## src/rtl/frida_seq_ctrl_if.sv

```systemverilog
// frida_seq_ctrl_if: sequencer <-> control bank / ADC array signal bundle.
//   start, cont, comp_in          : requests and comparator decision into the sequencer
//   seq_init/samp/cmp/logic       : phase strobes shared by the ADC array
//   busy, result, result_valid    : conversion status and last completed result
//   modport slave  : the sequencer side
//   modport master : the control bank / array side
interface frida_seq_ctrl_if #(
    parameter int NBITS = 12
);
    logic             start;
    logic             cont;
    logic             comp_in;
    logic             seq_init;
    logic             seq_samp;
    logic             seq_cmp;
    logic             seq_logic;
    logic             busy;
    logic             result_valid;
    logic [NBITS-1:0] result;

    modport slave (
        input  start, cont, comp_in,
        output seq_init, seq_samp, seq_cmp, seq_logic, busy, result, result_valid
    );

    modport master (
        output start, cont, comp_in,
        input  seq_init, seq_samp, seq_cmp, seq_logic, busy, result, result_valid
    );
endinterface

```

## src/rtl/frida_seq_ctrl.sv

```systemverilog
// frida_seq_ctrl: self-timed SAR conversion sequencer for the FRIDA ADC array.
//   clk, rst : sequencer clock (rising edge), synchronous active-high reset
//   bus      : frida_seq_ctrl_if.slave (start/cont/comp_in in; strobes, busy,
//              result, result_valid out)
//   Optional macro FRIDA_SEQ_CONT_EN enables free-running conversions via cont.
module frida_seq_ctrl #(
    parameter int NBITS   = 12,
    parameter int T_INIT  = 2,
    parameter int T_SAMP  = 4,
    parameter int T_CMP   = 1,
    parameter int T_LOGIC = 1
) (
    input logic              clk,
    input logic              rst,
    frida_seq_ctrl_if.slave  bus
);
    localparam int TM1  = T_INIT > T_SAMP ? T_INIT : T_SAMP;
    localparam int TM2  = T_CMP > T_LOGIC ? T_CMP : T_LOGIC;
    localparam int TMAX = TM1 > TM2 ? TM1 : TM2;
    localparam int CW   = TMAX > 1 ? $clog2(TMAX) : 1;
    localparam int BW   = NBITS > 1 ? $clog2(NBITS) : 1;

    typedef enum logic [2:0] {
        S_IDLE,
        S_INIT,
        S_SAMP,
        S_CMP,
        S_LOGIC,
        S_DONE
    } state_t;

    state_t           state_q;
    logic [CW-1:0]    cnt_q;
    logic [BW-1:0]    bit_q;
    logic [NBITS-1:0] shadow_q;
    logic [NBITS-1:0] result_q;
    logic             go;
    logic             again;

`ifdef FRIDA_SEQ_CONT_EN
    assign go    = bus.start | bus.cont;
    assign again = bus.cont;
`else
    logic unused_cont;
    assign unused_cont = bus.cont;
    assign go          = bus.start;
    assign again       = 1'b0;
`endif

    always_ff @(posedge clk) begin
        if (rst) begin
            state_q  <= S_IDLE;
            cnt_q    <= '0;
            bit_q    <= '0;
            shadow_q <= '0;
            result_q <= '0;
        end else begin
            unique case (state_q)
                S_IDLE: if (go) begin
                    state_q  <= S_INIT;
                    cnt_q    <= CW'(T_INIT - 1);
                    shadow_q <= '0;
                end
                S_INIT: if (cnt_q == '0) begin
                    state_q <= S_SAMP;
                    cnt_q   <= CW'(T_SAMP - 1);
                end else cnt_q <= cnt_q - 1'b1;
                S_SAMP: if (cnt_q == '0) begin
                    state_q <= S_CMP;
                    cnt_q   <= CW'(T_CMP - 1);
                    bit_q   <= BW'(NBITS - 1);
                end else cnt_q <= cnt_q - 1'b1;
                // comparator is only trusted on the final compare cycle
                S_CMP: if (cnt_q == '0) begin
                    shadow_q[bit_q] <= bus.comp_in;
                    state_q         <= S_LOGIC;
                    cnt_q           <= CW'(T_LOGIC - 1);
                end else cnt_q <= cnt_q - 1'b1;
                // result loads on DONE entry so it changes with result_valid
                S_LOGIC: if (cnt_q == '0) begin
                    if (bit_q == '0) begin
                        state_q  <= S_DONE;
                        result_q <= shadow_q;
                    end else begin
                        state_q <= S_CMP;
                        bit_q   <= bit_q - 1'b1;
                        cnt_q   <= CW'(T_CMP - 1);
                    end
                end else cnt_q <= cnt_q - 1'b1;
                S_DONE: if (again) begin
                    state_q  <= S_INIT;
                    cnt_q    <= CW'(T_INIT - 1);
                    shadow_q <= '0;
                end else state_q <= S_IDLE;
                default: state_q <= S_IDLE;
            endcase
        end
    end

    assign bus.seq_init     = state_q == S_INIT;
    assign bus.seq_samp     = state_q == S_SAMP;
    assign bus.seq_cmp      = state_q == S_CMP;
    assign bus.seq_logic    = state_q == S_LOGIC;
    assign bus.busy         = state_q != S_IDLE;
    assign bus.result_valid = state_q == S_DONE;
    assign bus.result       = result_q;
endmodule

```

## src/flat_wrapper.sv

```systemverilog
// flat-port wrapper written by rule: the top's interface ports become plain ports
module frida_seq_ctrl_flat 
#(
    parameter int NBITS   = 12,
    parameter int T_INIT  = 2,
    parameter int T_SAMP  = 4,
    parameter int T_CMP   = 1,
    parameter int T_LOGIC = 1
)
  (clk, rst, bus_start, bus_cont, bus_comp_in, bus_seq_init, bus_seq_samp, bus_seq_cmp, bus_seq_logic, bus_busy, bus_result, bus_result_valid);
  frida_seq_ctrl_if #(.NBITS(NBITS)) bus_i ();
  input logic clk;
  input logic rst;
  input wire logic [$bits(bus_i.start)-1:0] bus_start;
  input wire logic [$bits(bus_i.cont)-1:0] bus_cont;
  input wire logic [$bits(bus_i.comp_in)-1:0] bus_comp_in;
  output wire logic [$bits(bus_i.seq_init)-1:0] bus_seq_init;
  output wire logic [$bits(bus_i.seq_samp)-1:0] bus_seq_samp;
  output wire logic [$bits(bus_i.seq_cmp)-1:0] bus_seq_cmp;
  output wire logic [$bits(bus_i.seq_logic)-1:0] bus_seq_logic;
  output wire logic [$bits(bus_i.busy)-1:0] bus_busy;
  output wire logic [$bits(bus_i.result)-1:0] bus_result;
  output wire logic [$bits(bus_i.result_valid)-1:0] bus_result_valid;
  assign bus_i.start = bus_start;
  assign bus_i.cont = bus_cont;
  assign bus_i.comp_in = bus_comp_in;
  assign bus_seq_init = bus_i.seq_init;
  assign bus_seq_samp = bus_i.seq_samp;
  assign bus_seq_cmp = bus_i.seq_cmp;
  assign bus_seq_logic = bus_i.seq_logic;
  assign bus_busy = bus_i.busy;
  assign bus_result = bus_i.result;
  assign bus_result_valid = bus_i.result_valid;
  frida_seq_ctrl #(.NBITS(NBITS), .T_INIT(T_INIT), .T_SAMP(T_SAMP), .T_CMP(T_CMP), .T_LOGIC(T_LOGIC)) u_core (.clk(clk), .rst(rst), .bus(bus_i));
endmodule
```

## config.mk

```make
export PLATFORM = sky130hd
export DESIGN_NAME = frida_seq_ctrl_flat
export DESIGN_NICKNAME = d
export VERILOG_FILES = /design/src/rtl/frida_seq_ctrl_if.sv /design/src/rtl/frida_seq_ctrl.sv /design/src/flat_wrapper.sv
export SDC_FILE = /design/constraint.sdc
export NUM_CORES = 1
export LEC_CHECK = 0
export CAP_MARGIN = 0
export CORE_MARGIN = 4
export CORE_UTILIZATION = 30
export DETAILED_ROUTE_END_ITERATION = 8
export PLACE_DENSITY_LB_ADDON = 0.05
export SLEW_MARGIN = 5
export SYNTH_ARGS = -nofsm -noshare
export SYNTH_HDL_FRONTEND = slang
export SYNTH_SLANG_ARGS = --single-unit
```

## constraint.sdc

```tcl
create_clock -name clk -period 4.87 [get_ports clk]
set_input_delay 0.7305 -clock clk [delete_from_list [all_inputs] [get_ports clk]]
set_output_delay 0.7305 -clock clk [all_outputs]
set_load 0.02 [all_outputs]
```

# After elaboration in Yosys (flattened, before gate mapping)
# Cells that the tools add are included.
word_totals:
  wordCells: 58
  memories: 0
  output_inout_bits: 18
  ff_bits: 33
  mem_bits_ro: 0
  latchBits: 0
  ram_bits: 0
  inputBits: 5
op_classes:
  n_eq_ne: 12
  muxes: 23
  order_cmp: 2
  multipliers: 0
  n_addsub: 2
  div_mod_pow: 0
  bitwise: 0
  reduce_logical: 14
  n_shift: 0
ops:
  columns: ["operator", "count"]
  rows:
  - ["12-bit two-way mux", 2]
  - ["12-bit one-hot mux with 2 select lines", 1]
  - ["3-bit two-way mux", 6]
  - ["3-bit one-hot mux with 5 select lines", 1]
  - ["12-bit bitwise mux", 1]
  - ["4-bit two-way mux", 3]
  - ["2-bit two-way mux", 5]
  - ["3-bit AND reduction", 3]
  - ["2-bit by 1-bit != test with 1-bit output, second input constant", 4]
  - ["2-bit one-hot mux with 4 select lines", 1]
  - ["4-bit one-hot mux with 2 select lines", 1]
  - ["3-bit by 2-bit == test with 1-bit output, second input constant", 2]
  - ["3-bit == test, second input constant", 2]
  - ["4-bit by 5-bit less-than comparator with 1-bit output, second input constant", 1]
  - ["5-bit AND reduction", 1]
  - ["1-bit demux with 4-bit select", 1]
  - ["4-bit by 1-bit >= comparator with 1-bit output, second input constant", 1]
  - ["4-bit logical NOT", 1]
  - ["2-bit != test, second input constant", 2]
  - ["4-bit AND reduction", 1]
  - ["2-bit nonzero test", 2]
  - ["4-bit nonzero test", 1]
  - ["4-bit by 1-bit subtractor with 4-bit output, second input constant", 1]
  - ["3-bit by 1-bit == test with 1-bit output, second input constant", 1]
  - ["8 further kinds", 8]

# Depth between registers and ports, before layout
depth:
  word_depth: 7
  ltp_mapped: 7
  depth_no_buf: 5

# Worst setup path before layout
# Ideal clock, no wire load.
synth_path:
  kind: "register to output"
  startpoint: "register u_core.state_q[1]"
  endpoint: "output port bus_seq_samp"
  path_slack_ns: 2.805
  path_buffers: 2
  arrival_time_ns: 1.335
  path_stages_with_launch: 4
  t_required_ns: 4.140
  cell_sequence: "dfxtp_1 buf_2 clkbuf_1 nor3b_1"
synth_via:
  elab_chain_cells: 1
synth_rtl:
  columns: ["element", "line", "source"]
  rows:
  - ["from (decl)", "frida_seq_ctrl.sv:32", "state_t state_q;"]
  - ["from (signal assigned)", "frida_seq_ctrl.sv:52", "state_q <= S_IDLE;"]
  - ["from (signal assigned)", "frida_seq_ctrl.sv:60", "state_q <= S_INIT;"]
  - ["from (signal assigned)", "frida_seq_ctrl.sv:65", "state_q <= S_SAMP;"]
  - ["3-bit by 2-bit == test with 1-bit output", "frida_seq_ctrl.sv:101", "assign bus.seq_samp = state_q == S_SAMP;"]
  - ["to (decl)", "flat_wrapper.sv:18", "output wire logic [$bits(bus_i.seq_samp)-1:0] bus_seq_samp;"]
# Every way passes these cells.

# Final worst setup path
layout_path:
  startpoint: "register u_core.state_q[1]"
  endpoint: "output port bus_seq_cmp"
layout_via:
  elab_chain_cells: 1
layout_rtl:
  columns: ["element", "line", "source"]
  rows:
  - ["3-bit by 2-bit == test with 1-bit output", "frida_seq_ctrl.sv:102", "assign bus.seq_cmp = state_q == S_CMP;"]
  - ["to (decl)", "flat_wrapper.sv:19", "output wire logic [$bits(bus_i.seq_cmp)-1:0] bus_seq_cmp;"]
# Every way passes these cells.

==> impl_metrics.ini <==
[drt]
ant_nets = 0
routed_wl_um = 5210
dr.pass1.iters = 4
wl_per_cell_um = 16.5
drt-vias-per-instance = 5.52
drt_iter0_drc = 143
drc = 0
vias = 1745

[final_layout]
nets = 251
drive_gt1_share_pct = 7.11
diodes = 0
register_area_sq_um = 661
final_cell_mix = dfxtp_1, clkdlybuf4s50_1, inv_1
area_growth_pct = 16.8
final_common_cell = dfxtp_1
n_fill_cell = 659
multiInputGateArea_sq_um = 1130

[grt]
grt_max_degree = 33
grt_pass1_vias = 1525
grt_usage_pct = 13.9
grt_pass1_wl_um = 8420
antenna_found_initial = 0
overflow = 0

[timing]
hold_viol_final = 0
setup_viol = 0
skew_ns = 0.00419
final.setup.tns_ns = 0
tightest_slew_ns = 1.11
max_slew_margin_pct = 25.7
max_freq_mhz = 305
fin_crit_ns = 3.28
rsz0062_at_grt = no
min_period_over_period_pct = 67.4
maxSlewViolCount = 0

[floorplanning]
core_area_sq_um = 6350
die_h_um = 89.0
start_util_pct = 31.0
die_x_um = 89.0
io_pins = 23
die-area_sq_um = 7920
num_rows = 29

[synthesis]
netlist_area_sq_um = 1970
synth-async-reset-ratio_pct = 0
ys_seq_elements = 33
synth_ff_type = dfxtp_1
yosysWarnings = 0
synth_fp_nets = 244
synth-edff-count = 0
syn_avg_cell_area_sq_um = 8.53
synth_cell_types = 54
ys_seq_area_share_pct = 33.5
syn_inst = 231

[min_path]
hold_class = reg -> reg

[worst_setup_path]
crit_type = reg -> out
cp.arrival_ns = 2.55
critPathCaptureType = output port
startpoint_type = flip-flop
required_ns = 4.14
crit_fanout = 22

[clock_tree]
post-cts-setup-buffers = 0
cts_buffers = 5
cts_tree = done
numClockSinks = 33
clk_latency_ns = 0.29
hold_buffers = 0
h-tree-depth = 2
root_buffer = clkbuf_8
post_cts_resized = 0
clock_path_buffers = 2
clk_pin_slew_ns = 0.07

[place]
dpl.hpwl_um = 3260
portBuffers = 21
place_congestion = 0.710

[power_and_ir_drop]
total_power_w = 0.00111
p_per_area_nw_per_um2 = 482
total_leakage_power_nw = 0.754
ir_drop_mv = 0.195

[job]
drv_cap = 0

[run_status]
status = finished, final reports clean
cell type report:
| type | instances | area share (%) |
|---|---|---|
| clock buffers | 7 | 3.75 |
| flip-flops and latches | 33 | 28.7 |
| inverters | 18 | 2.94 |
| clock inverters | 1 | 1.31 |
| well taps | 77 | 4.19 |
| repair buffers | 24 | 10.1 |
| multi-input cells | 156 | 49.0 |
through the flow:
step	std cells	worst slack, ns	util [%]	area [sq um]	hold slack [ns]
floorplan	231	2.80	-	1970	0.440
global placement	308	1.93	34.4	2180	0.456
detailed placement	308	1.96	34.4	2180	0.459
CTS	316	1.63	36.2	2300	0.470
global route	316	1.53	36.2	2300	0.492
finish	316	1.59	36.2	2300	0.466
cells in the mapped netlist, types with 3 or more instances:
cell       n  area [sq um]
buf_2     14          70.1
and4bb_1   3          37.5
nor2_1     4          15.0
or3b_1     6          52.6
inv_1     17          63.8
o21ai_0    4          20.0
nand2_1    7          26.3
nand3b_1  10          75.1
dfxtp_1   33           661
nand3_1   16          80.1
or3_1      3          18.8
a31oi_1    3          18.8
clkbuf_1   8          30.0
ha_1       8           100
mux2i_1    3          30.0
nor3_1     3          15.0
o32ai_1   10          87.6
o21ai_1   11          55.1
a21oi_1   14          70.1
a22oi_1   11          82.6
worst max-delay path, stage by stage (launching register included):
cell and delay [ns]:
dfxtp_1 0.79, and3b_1 0.74, clkdlybuf4s50_1 0.74
report_power, final:
part / switching [W] / leakage, nW / internal (W)
registers: 0.0000511 / 0.267 / 0.000294
clock network: 0.000108 / 0.0585 / 0.000167
logic: 0.000296 / 0.429 / 0.000193
state kept, by name, indices dropped and copies added (netlist names):
| name | flops |
|---|---|
| u_core.bit_q | 4 |
| u_core.bus.result | 12 |
| u_core.cnt_q | 2 |
| u_core.shadow_q | 12 |
| u_core.state_q | 3 |
kinds of logic (layout without fill, tap and decap cells):
logic type	Yosys count	count (layout)	share of synthesized area, %
AOI/OAI and AO/OA	67	67	23.1
xor gates and xnor gates	1	1	0.445
adders and majority gates	8	8	5.08
buffers and inverters	42	50	9.28
DFF	33	33	33.5
muxes	6	6	3.24
and+or+nand+nor	74	74	25.4
final timing paths:
path / start / endpoint / slack, ns / cells past startpoint
worst min register to register: u_core.shadow_q[10] / u_core.bus.result[10] / 0.47 / 2
worst min-delay path: u_core.shadow_q[10] / u_core.bus.result[10] / 0.47 / 2
worst max-delay path: u_core.state_q[1] / bus_seq_cmp / 1.59 / 2
worst max register to register: u_core.state_q[2] / u_core.bit_q[2] / 2.27 / 4
layer usage:
layer | wire length [um] | part of all wire [%] | vias up | GRT usage [%]
met2 | 2280 | 44 | 35 | 19.6
met5 | 0 | 0 | - | 0
met1 | 2670 | 51 | 834 | 21.0
met4 | 46 | 0.88 | 0 | 3.65
li1 | - | - | 869 | -
met3 | 219 | 4.2 | 7 | 3.13
Note: power is estimated with default switching activity, not from simulation.
